===== config.mk =====
export PLATFORM = sky130hd
export DESIGN_NAME = mem_port_arbiter
export DESIGN_NICKNAME = d
export VERILOG_FILES = /design/src/rtl/mem_port_arbiter.sv
export SDC_FILE = /design/constraint.sdc
export NUM_CORES = 1
export LEC_CHECK = 0
export BUFFER_PORTS_ARGS = -buffer_cell sky130_fd_sc_hd__buf_2
export CORE_AREA = 8 8 114 116
export DETAILED_ROUTE_END_ITERATION = 8
export DIE_AREA = 0 0 122 124
export SLEW_MARGIN = 40
export SYNTH_ARGS = -nofsm -noshare
export SYNTH_HDL_FRONTEND = slang
export SYNTH_SLANG_ARGS = --single-unit

===== constraint.sdc =====
create_clock -name clk -period 2.63 [get_ports clk]
set_input_delay 0.3945 -clock clk [delete_from_list [all_inputs] [get_ports clk]]
set_output_delay 0.3945 -clock clk [all_outputs]
set_load 0.005 [all_outputs]

===== src/rtl/mem_port_arbiter.sv =====
// Shares one SRAM-like memory port between the instruction-fetch and load/store sides.
// Tracks the owner of each accepted transaction in an in-order tag FIFO to steer responses.
module mem_port_arbiter #(
  parameter int MAX_OUTSTANDING = 2,
  parameter int STARVE_LIMIT    = 3
) (
  input  logic        clk,
  input  logic        resetn,
  input  logic        inst_req,
  input  logic        inst_wr,
  input  logic [1:0]  inst_size,
  input  logic [31:0] inst_addr,
  input  logic [31:0] inst_wdata,
  output logic        inst_addr_ok,
  output logic        inst_data_ok,
  output logic [31:0] inst_rdata,
  input  logic        data_req,
  input  logic        data_wr,
  input  logic [1:0]  data_size,
  input  logic [31:0] data_addr,
  input  logic [31:0] data_wdata,
  output logic        data_addr_ok,
  output logic        data_data_ok,
  output logic [31:0] data_rdata,
  output logic        mem_req,
  output logic        mem_wr,
  output logic [1:0]  mem_size,
  output logic [31:0] mem_addr,
  output logic [31:0] mem_wdata,
  input  logic        mem_addr_ok,
  input  logic        mem_data_ok,
  input  logic [31:0] mem_rdata,
  output logic        err_unexp_rsp
);

  localparam int CW = $clog2(MAX_OUTSTANDING + 1);
  localparam int PW = (MAX_OUTSTANDING > 1) ? $clog2(MAX_OUTSTANDING) : 1;
  localparam int SW = (STARVE_LIMIT > 0) ? $clog2(STARVE_LIMIT + 1) : 1;
  localparam logic [CW-1:0] COUNT_FULL = CW'(MAX_OUTSTANDING);
  localparam logic [PW-1:0] PTR_LAST   = PW'(MAX_OUTSTANDING - 1);
  localparam logic [SW-1:0] STARVE_MAX = SW'(STARVE_LIMIT);

  logic [CW-1:0] r_count;
  logic [PW-1:0] r_wr_ptr;
  logic [PW-1:0] r_rd_ptr;
  logic          r_tags [0:MAX_OUTSTANDING-1];
  logic          r_lock_v;
  logic          r_lock_owner;
  logic [SW-1:0] r_starve;
  logic          r_err;

  logic [CW-1:0] w_count;
  logic          w_lock_v;
  logic          w_full;
  logic          w_gnt_i;
  logic          w_gnt_d;
  logic          w_accept;
  logic          w_pop;
  logic          w_head;
  logic          w_owner_req;

  function automatic logic [PW-1:0] ptr_inc(input logic [PW-1:0] p);
    return (p == PTR_LAST) ? '0 : p + 1'b1;
  endfunction

  // While reset is asserted the port behaves as if empty and unlocked.
  assign w_count  = resetn ? r_count : '0;
  assign w_lock_v = resetn & r_lock_v;
  assign w_full   = (w_count == COUNT_FULL);

  always_comb begin
    w_gnt_i = 1'b0;
    w_gnt_d = 1'b0;
    if (!w_full) begin
      if (w_lock_v) begin
        w_gnt_d = r_lock_owner;
        w_gnt_i = !r_lock_owner;
      end else if ((r_starve == STARVE_MAX) && inst_req) begin
        w_gnt_i = 1'b1;
      end else if (data_req) begin
        w_gnt_d = 1'b1;
      end else if (inst_req) begin
        w_gnt_i = 1'b1;
      end
    end
  end

  always_comb begin
    mem_req   = 1'b0;
    mem_wr    = 1'b0;
    mem_size  = 2'b00;
    mem_addr  = 32'h0;
    mem_wdata = 32'h0;
    if (w_gnt_d) begin
      mem_req   = data_req;
      mem_wr    = data_wr;
      mem_size  = data_size;
      mem_addr  = data_addr;
      mem_wdata = data_wdata;
    end else if (w_gnt_i) begin
      mem_req   = inst_req;
      mem_wr    = inst_wr;
      mem_size  = inst_size;
      mem_addr  = inst_addr;
      mem_wdata = inst_wdata;
    end
  end

  assign w_accept    = mem_req && mem_addr_ok;
  assign w_pop       = mem_data_ok && (w_count != '0);
  assign w_head      = r_tags[r_rd_ptr];
  assign w_owner_req = r_lock_owner ? data_req : inst_req;

  assign inst_addr_ok  = w_gnt_i && inst_req && mem_addr_ok;
  assign data_addr_ok  = w_gnt_d && data_req && mem_addr_ok;
  assign inst_data_ok  = w_pop && !w_head;
  assign data_data_ok  = w_pop && w_head;
  assign inst_rdata    = mem_rdata;
  assign data_rdata    = mem_rdata;
  assign err_unexp_rsp = resetn & r_err;

  // Tag storage needs no reset: entries are only read below the valid count.
  always_ff @(posedge clk) begin
    if (w_accept) begin
      r_tags[r_wr_ptr] <= w_gnt_d;
    end
  end

  always_ff @(posedge clk) begin
    if (!resetn) begin
      r_count      <= '0;
      r_wr_ptr     <= '0;
      r_rd_ptr     <= '0;
      r_lock_v     <= 1'b0;
      r_lock_owner <= 1'b0;
      r_starve     <= '0;
      r_err        <= 1'b0;
    end else begin
      if (w_accept) begin
        r_wr_ptr <= ptr_inc(r_wr_ptr);
      end
      if (w_pop) begin
        r_rd_ptr <= ptr_inc(r_rd_ptr);
      end
      if (w_accept && !w_pop) begin
        r_count <= r_count + 1'b1;
      end else if (!w_accept && w_pop) begin
        r_count <= r_count - 1'b1;
      end

      // Hold the grant on a stalled request so the port address stays stable.
      if (w_accept) begin
        r_lock_v <= 1'b0;
      end else if (mem_req) begin
        r_lock_v     <= 1'b1;
        r_lock_owner <= w_gnt_d;
      end else if (r_lock_v && !w_owner_req) begin
        r_lock_v <= 1'b0;
      end

      if (!inst_req || (w_accept && w_gnt_i)) begin
        r_starve <= '0;
      end else if (w_accept && w_gnt_d && (r_starve != STARVE_MAX)) begin
        r_starve <= r_starve + 1'b1;
      end

      if (mem_data_ok && (r_count == '0)) begin
        r_err <= 1'b1;
      end
    end
  end

endmodule


# After elaboration in Yosys (flattened, before gate mapping)
# Memories as Yosys holds them, arrays and structs flattened. A register that Yosys moved wholly into a read port is not among the register bits.
# Index checks and enable logic that the tools add are counted.
[op_classes] addsub=5 n_eq_ne=3 mux=31 bitwise=4 n_reduce_logical=30
[ops] cell="$mux 32" n=4
[ops] cell="$mux 1" n=22
[ops] cell="$logic_and 1x1->1" n=16
[ops] cell="$mux 2" n=5
[ops] cell="$logic_not 1->1" n=6
[ops] cell="$reduce_bool 2->1" n=3
[ops] cell="$add 2x1->2 const B" n=2
[ops] cell="$eq 2x2->1 const B" n=2
[ops] cell="$reduce_or 2->1" n=2
[ops] cell="$add 1x1->1 const B" n=2
[ops] cell="$and 1x1->1" n=2
[ops] cell="$logic_not 2->1" n=1
[ops] cell="$ne 2x2->1 const B" n=1
[ops] cell="$not 1->1" n=2
[ops] cell="$reduce_and 2->1" n=1
[ops] cell="$sub 2x1->2 const B" n=1
[ops] cell="$logic_or 1x1->1" n=1
[totals] ff_bits=9 ram_bits=2 output_inout_bits=137 mem_count=1
[memory_table] name="r_tags" depth=2 width=1 rd=1 rd_clocked_by_memory_dff=1 write_ports=1 line_no="46" source="logic r_tags [0:MAX_OUTSTANDING-1];"

# Depth between registers and ports, before layout
[depth] depth_word=12 depth_mapped=8 mapped_depth_nobuf=7

# Worst setup path after synthesis
# Ideal clock, no wire load.
[synth_path] kind="input to register" from="in resetn" to="reg r_count[1]" arrival_ns=1.828 path_slack_ns=0.732 stages=7 path_cell_list="buf_2 -> and2_1 -> a21oi_1 -> and3_1 -> ha_1 -> or3_1 -> a21oi_1"
[synth_via] elab_chain_cells=9 elab_cells_between_ends=18
[synth_rtl] item="start: declaration" line_no="8" source="input logic resetn,"
[synth_rtl] item="$mux 2 / $and 1x1->1 (equally long branches)" line_no="67, 68"
[synth_rtl] item="$eq 2x2->1 / $mux 1 (equally long branches)" line_no="69, 75"
[synth_rtl] item="$mux 1" line_no="74" source="if (!w_full) begin"
[synth_rtl] item="$mux 1" line_no="100" source="end else if (w_gnt_i) begin"
[synth_rtl] item="$mux 1 (*)" line_no="94" source="if (w_gnt_d) begin"
[synth_rtl] item="$logic_and 1x1->1 (*)" line_no="109" source="assign w_accept = mem_req && mem_addr_ok;"
[synth_rtl] item="via w_accept" line_no="57" source="logic w_accept;"
[synth_rtl] item="$logic_not 1->1" line_no="147" source="end else if (!w_accept && w_pop) begin"
[synth_rtl] item="$logic_and 1x1->1" line_no="147"
[synth_rtl] item="$reduce_bool 2->1 (no line)"
[synth_rtl] item="end signal: assignment" line_no="146" source="r_count <= r_count + 1'b1;"
[synth_rtl] item="end signal: assignment" line_no="148" source="r_count <= r_count - 1'b1;"
[synth_rtl] item="end: declaration" line_no="43" source="logic [CW-1:0] r_count;"
# Mark *: on every way through the listed nets, which the timed path passes. The rest lies on a longest branch.
# A chain may end at the register's enable or synchronous reset.

# Final worst setup path
[layout_path] from="reg r_starve[0]" to="out mem_addr[11]"
[layout_via] elab_chain_cells=7 elab_cells_between_ends=10
[layout_rtl] item="start: declaration" line_no="49" source="logic [SW-1:0] r_starve;"
[layout_rtl] item="start signal: assignment" line_no="164" source="r_starve <= r_starve + 1'b1;"
[layout_rtl] item="$eq 2x2->1 (*)" line_no="78" source="end else if ((r_starve == STARVE_MAX) && inst_req) begin"
[layout_rtl] item="$logic_and 1x1->1 (*)" line_no="78"
[layout_rtl] item="$mux 1" line_no="78"
[layout_rtl] item="$mux 1" line_no="75" source="if (w_lock_v) begin"
[layout_rtl] item="$mux 1" line_no="74"
[layout_rtl] item="$mux 32" line_no="100"
[layout_rtl] item="$mux 32 (*)" line_no="94"
[layout_rtl] item="end: declaration" line_no="28" source="output logic [31:0] mem_addr,"
# Mark *: on every way between the ends. The rest lies on a longest branch, timed or not.

==> out/results.ini <==
[status]
status=completed

[sta]
drv_slew=0
fin_tns_setup_ns=0
max_freq_mhz=405
skew_ns=0.00213
post-route-period-util_pct=94.0
hold_viol=0
min_period_ns=2.47
slew_headroom_pct=61.4
worstMarginPinSlew_ns=0.579
setup_viol=0
grt_setup_unrepaired=false

[critical_path]
slowest_stage=dfxtp_1
crit_path_max_fanout=48
crit_path_end_kind=output port
max_stage_delay_ns=0.33
start_kind=register
arrival_ns=2.08
critical_path_required_ns=2.24
critPathBufInv=2
crit_type=register to output port
cpLargestDelayFamily=compound AO/OA/AOI/OAI gates
r2r_slack_ns=0.65
path_cells=ha_1, nor2b_1, o32a_1, o22ai_4, buf_12, a22o_1, buf_2

[synth]
synth_seq_cells=12
yosysSeqAreaShare_pct=14.3
synth-xor-area-share_pct=1.44
synth_largest_area_cell=a22o_1
synth_nets=396
syn_avg_cell_area_um2=8.19
synth-simple-area-share_pct=10.4
synth_top_area_share_pct=32.3
synthesis.area_mm2=0.00182
yosysWarnings=0
syn_inst=222
synth-compound-area-share_pct=39.2
ys_types=31
synth_top_family_by_area=compound AO/OA/AOI/OAI gates
synthAdderAreaFrac_pct=1.38
synthTopCellsByArea=a22o_1, buf_4, dfxtp_1
muxShareOfSynthArea_pct=1.65

[power]
p_int_uw=832
power.density_mw_per_mm2=499
clkPwrFrac_pct=21.0
irDropWorstVdd_v=0.000538
power.share.switching_pct=37.2
p_total_uw=1320
power_frac_comb_pct=60.6
p_leak_uw=0.00146
p_switching_uw=492
p_seq_share_pct=18.4

[placement]
dpl.hpwl_mm=8.94
gp_congestion=0.833
port_buffers=212
place_area_mm2=0.00256

[clocking]
cts_buffers=3
cts_hold_buffers=0
path_clk_slew_ns=0.04
cts_root_buf=clkbuf_16
clk_path_buf_depth=2
clkSinkCount=12
cts_tree=done
htree_levels=1
insertion_delay_ns=0.24

[route]
drcViolationCount=0
drt_iter0_markers=102
drt-total-wl_mm=10.3
antenna_left=0
vias=2252
vias_per_cell=4.43
first_pass_iters=4
routedWlPerCell_um=20.3

[floorplan]
die_h_um=124
fp-row-count=39
dieArea_mm2=0.0151
io_pins=309
dieWidth_um=122
start_util_pct=16.3
core_area_mm2=0.0112

[finish]
nets=540
drive_above_1_share_pct=62.2
final_util_pct=23.8
final_area_mm2=0.00266
area_growth_pct=46.0
num_antenna_cells=0

[run]
max_cap_violations=0

[global_route]
grt_pass1_vias=2320
grt_max_degree=49
grt_pass1_wl_mm=13.8
antenna_found_initial=1
overflow=0
grt_usage_pct=11.7

[min_path]
hold_path.class=input port to register

==> power by group through the flow <==
stage,Clock (uW),Combinational (uW),Sequential (uW)
after floorplan,0,494,240
after global placement,0,786,246
after detailed placement,0,801,247
after CTS,282,812,244
after global routing,294,872,250
final,278,802,244
==> layer usage <==
| layer | routed length, um | vias up | global-route usage (%) | share of wire [%] |
|---|---|---|---|---|
| met5 | 8 | - | 0 | 0.077 |
| met4 | 105 | 2 | 1.93 | 1.0 |
| met3 | 1090 | 13 | 5.21 | 11 |
| met2 | 5230 | 167 | 19.4 | 51 |
| met1 | 3900 | 1018 | 13.9 | 38 |
| li1 | - | 1052 | - | - |
==> synth_stat cells (all sizes together) <==
cell type and instances:
a21oi 7, a22o 67, a32o 1, and2 5
and3 2, buf 75, clkbuf 4, dfxtp 10
edfxtp 2, ha 2, inv 2, mux2i 3
nand2 7, nand2b 4, nor2 9, nor2b 4
o2111a 1, o211ai 1, o21a 1, o21ai 5
o22ai 1, o32a 1, or2 1, or3 2
or3b 1, or4 1, xor2 3
==> cells by family (layout without fill, tap and decap cells) <==
logic type               Yosys count  in the layout
AO/OA/AOI/OAI                     85             86
multiplexers                       3              3
AND/OR/NAND/NOR                   36             36
buffers and inverters             81            223
adder cells (fa/ha/maj)            2              2
flip-flops                        12             12
XOR/XNOR                           3              3
==> registers in the layout (all words and copies together), names as in the netlist, named ones only <==
signal	count
r_err	1
r_rd_ptr	1
r_lock_v	1
r_count	2
r_starve	2
r_wr_ptr	1
r_tags	2
r_lock_owner	1
==> per-stage QoR <==
| step | setup slack, ns | std cells | hold slack, ns |
|---|---|---|---|
| 6_report | 0.159 | 508 | 0.422 |
| 2_1_floorplan | 0.732 | 222 | 0.429 |
| 4_1_cts | 0.0758 | 507 | 0.423 |
| 3_3_place_gp | 0.209 | 502 | 0.446 |
| 5_1_grt | 0.0729 | 508 | 0.418 |
| 3_5_place_dp | 0.175 | 502 | 0.474 |
==> area by class of cell <==
cell class	count	area, um^2
fill	1242	8520
sequential	12	260
multi-input combinational	130	1010
inverter	2	7.51
clock buffer	4	78.8
tap	143	179
timing repair buffer	217	1120
==> worst reg2reg max path: cells and delay by family, from the launching register on <==
kind                       cells  cell delay (ns)
and+or+nand+nor                4             1.02
AOI/OAI and AO/OA              1             0.14
adders and majority gates      1             0.34
DFF                            1             0.40
==> placed cells by master, fill, tap and decap left out, types with 3 or more instances in the layout <==
master	Yosys	layout
a21oi_1	5	5
a22o_1	67	67
and2_1	5	5
buf_2	7	212
buf_4	66	3
clkbuf_16	0	3
dfxtp_1	10	10
mux2i_1	3	3
nand2_1	7	7
nand2b_1	4	4
nor2_1	9	9
nor2b_1	4	4
o21ai_0	5	5
xor2_1	3	3
==> worst paths after layout <==
kind / from / to / cells after the start
setup reg to reg: r_count[1] / r_count[1] / 6
setup / recovery: r_starve[0] / mem_addr[11] / 7
hold / removal: mem_data_ok / r_err / 3
hold reg to reg: r_err / r_err / 2
==> what timing repair did <==
item	CTS	global route
resized for setup	0	0
setup endpoints to repair	2	2
setup buffers	0	1
pin swaps	0	1
endpoints found under the hold margin	0	0
gates cloned	1	0
Note: power is estimated with default switching activity, not from simulation.
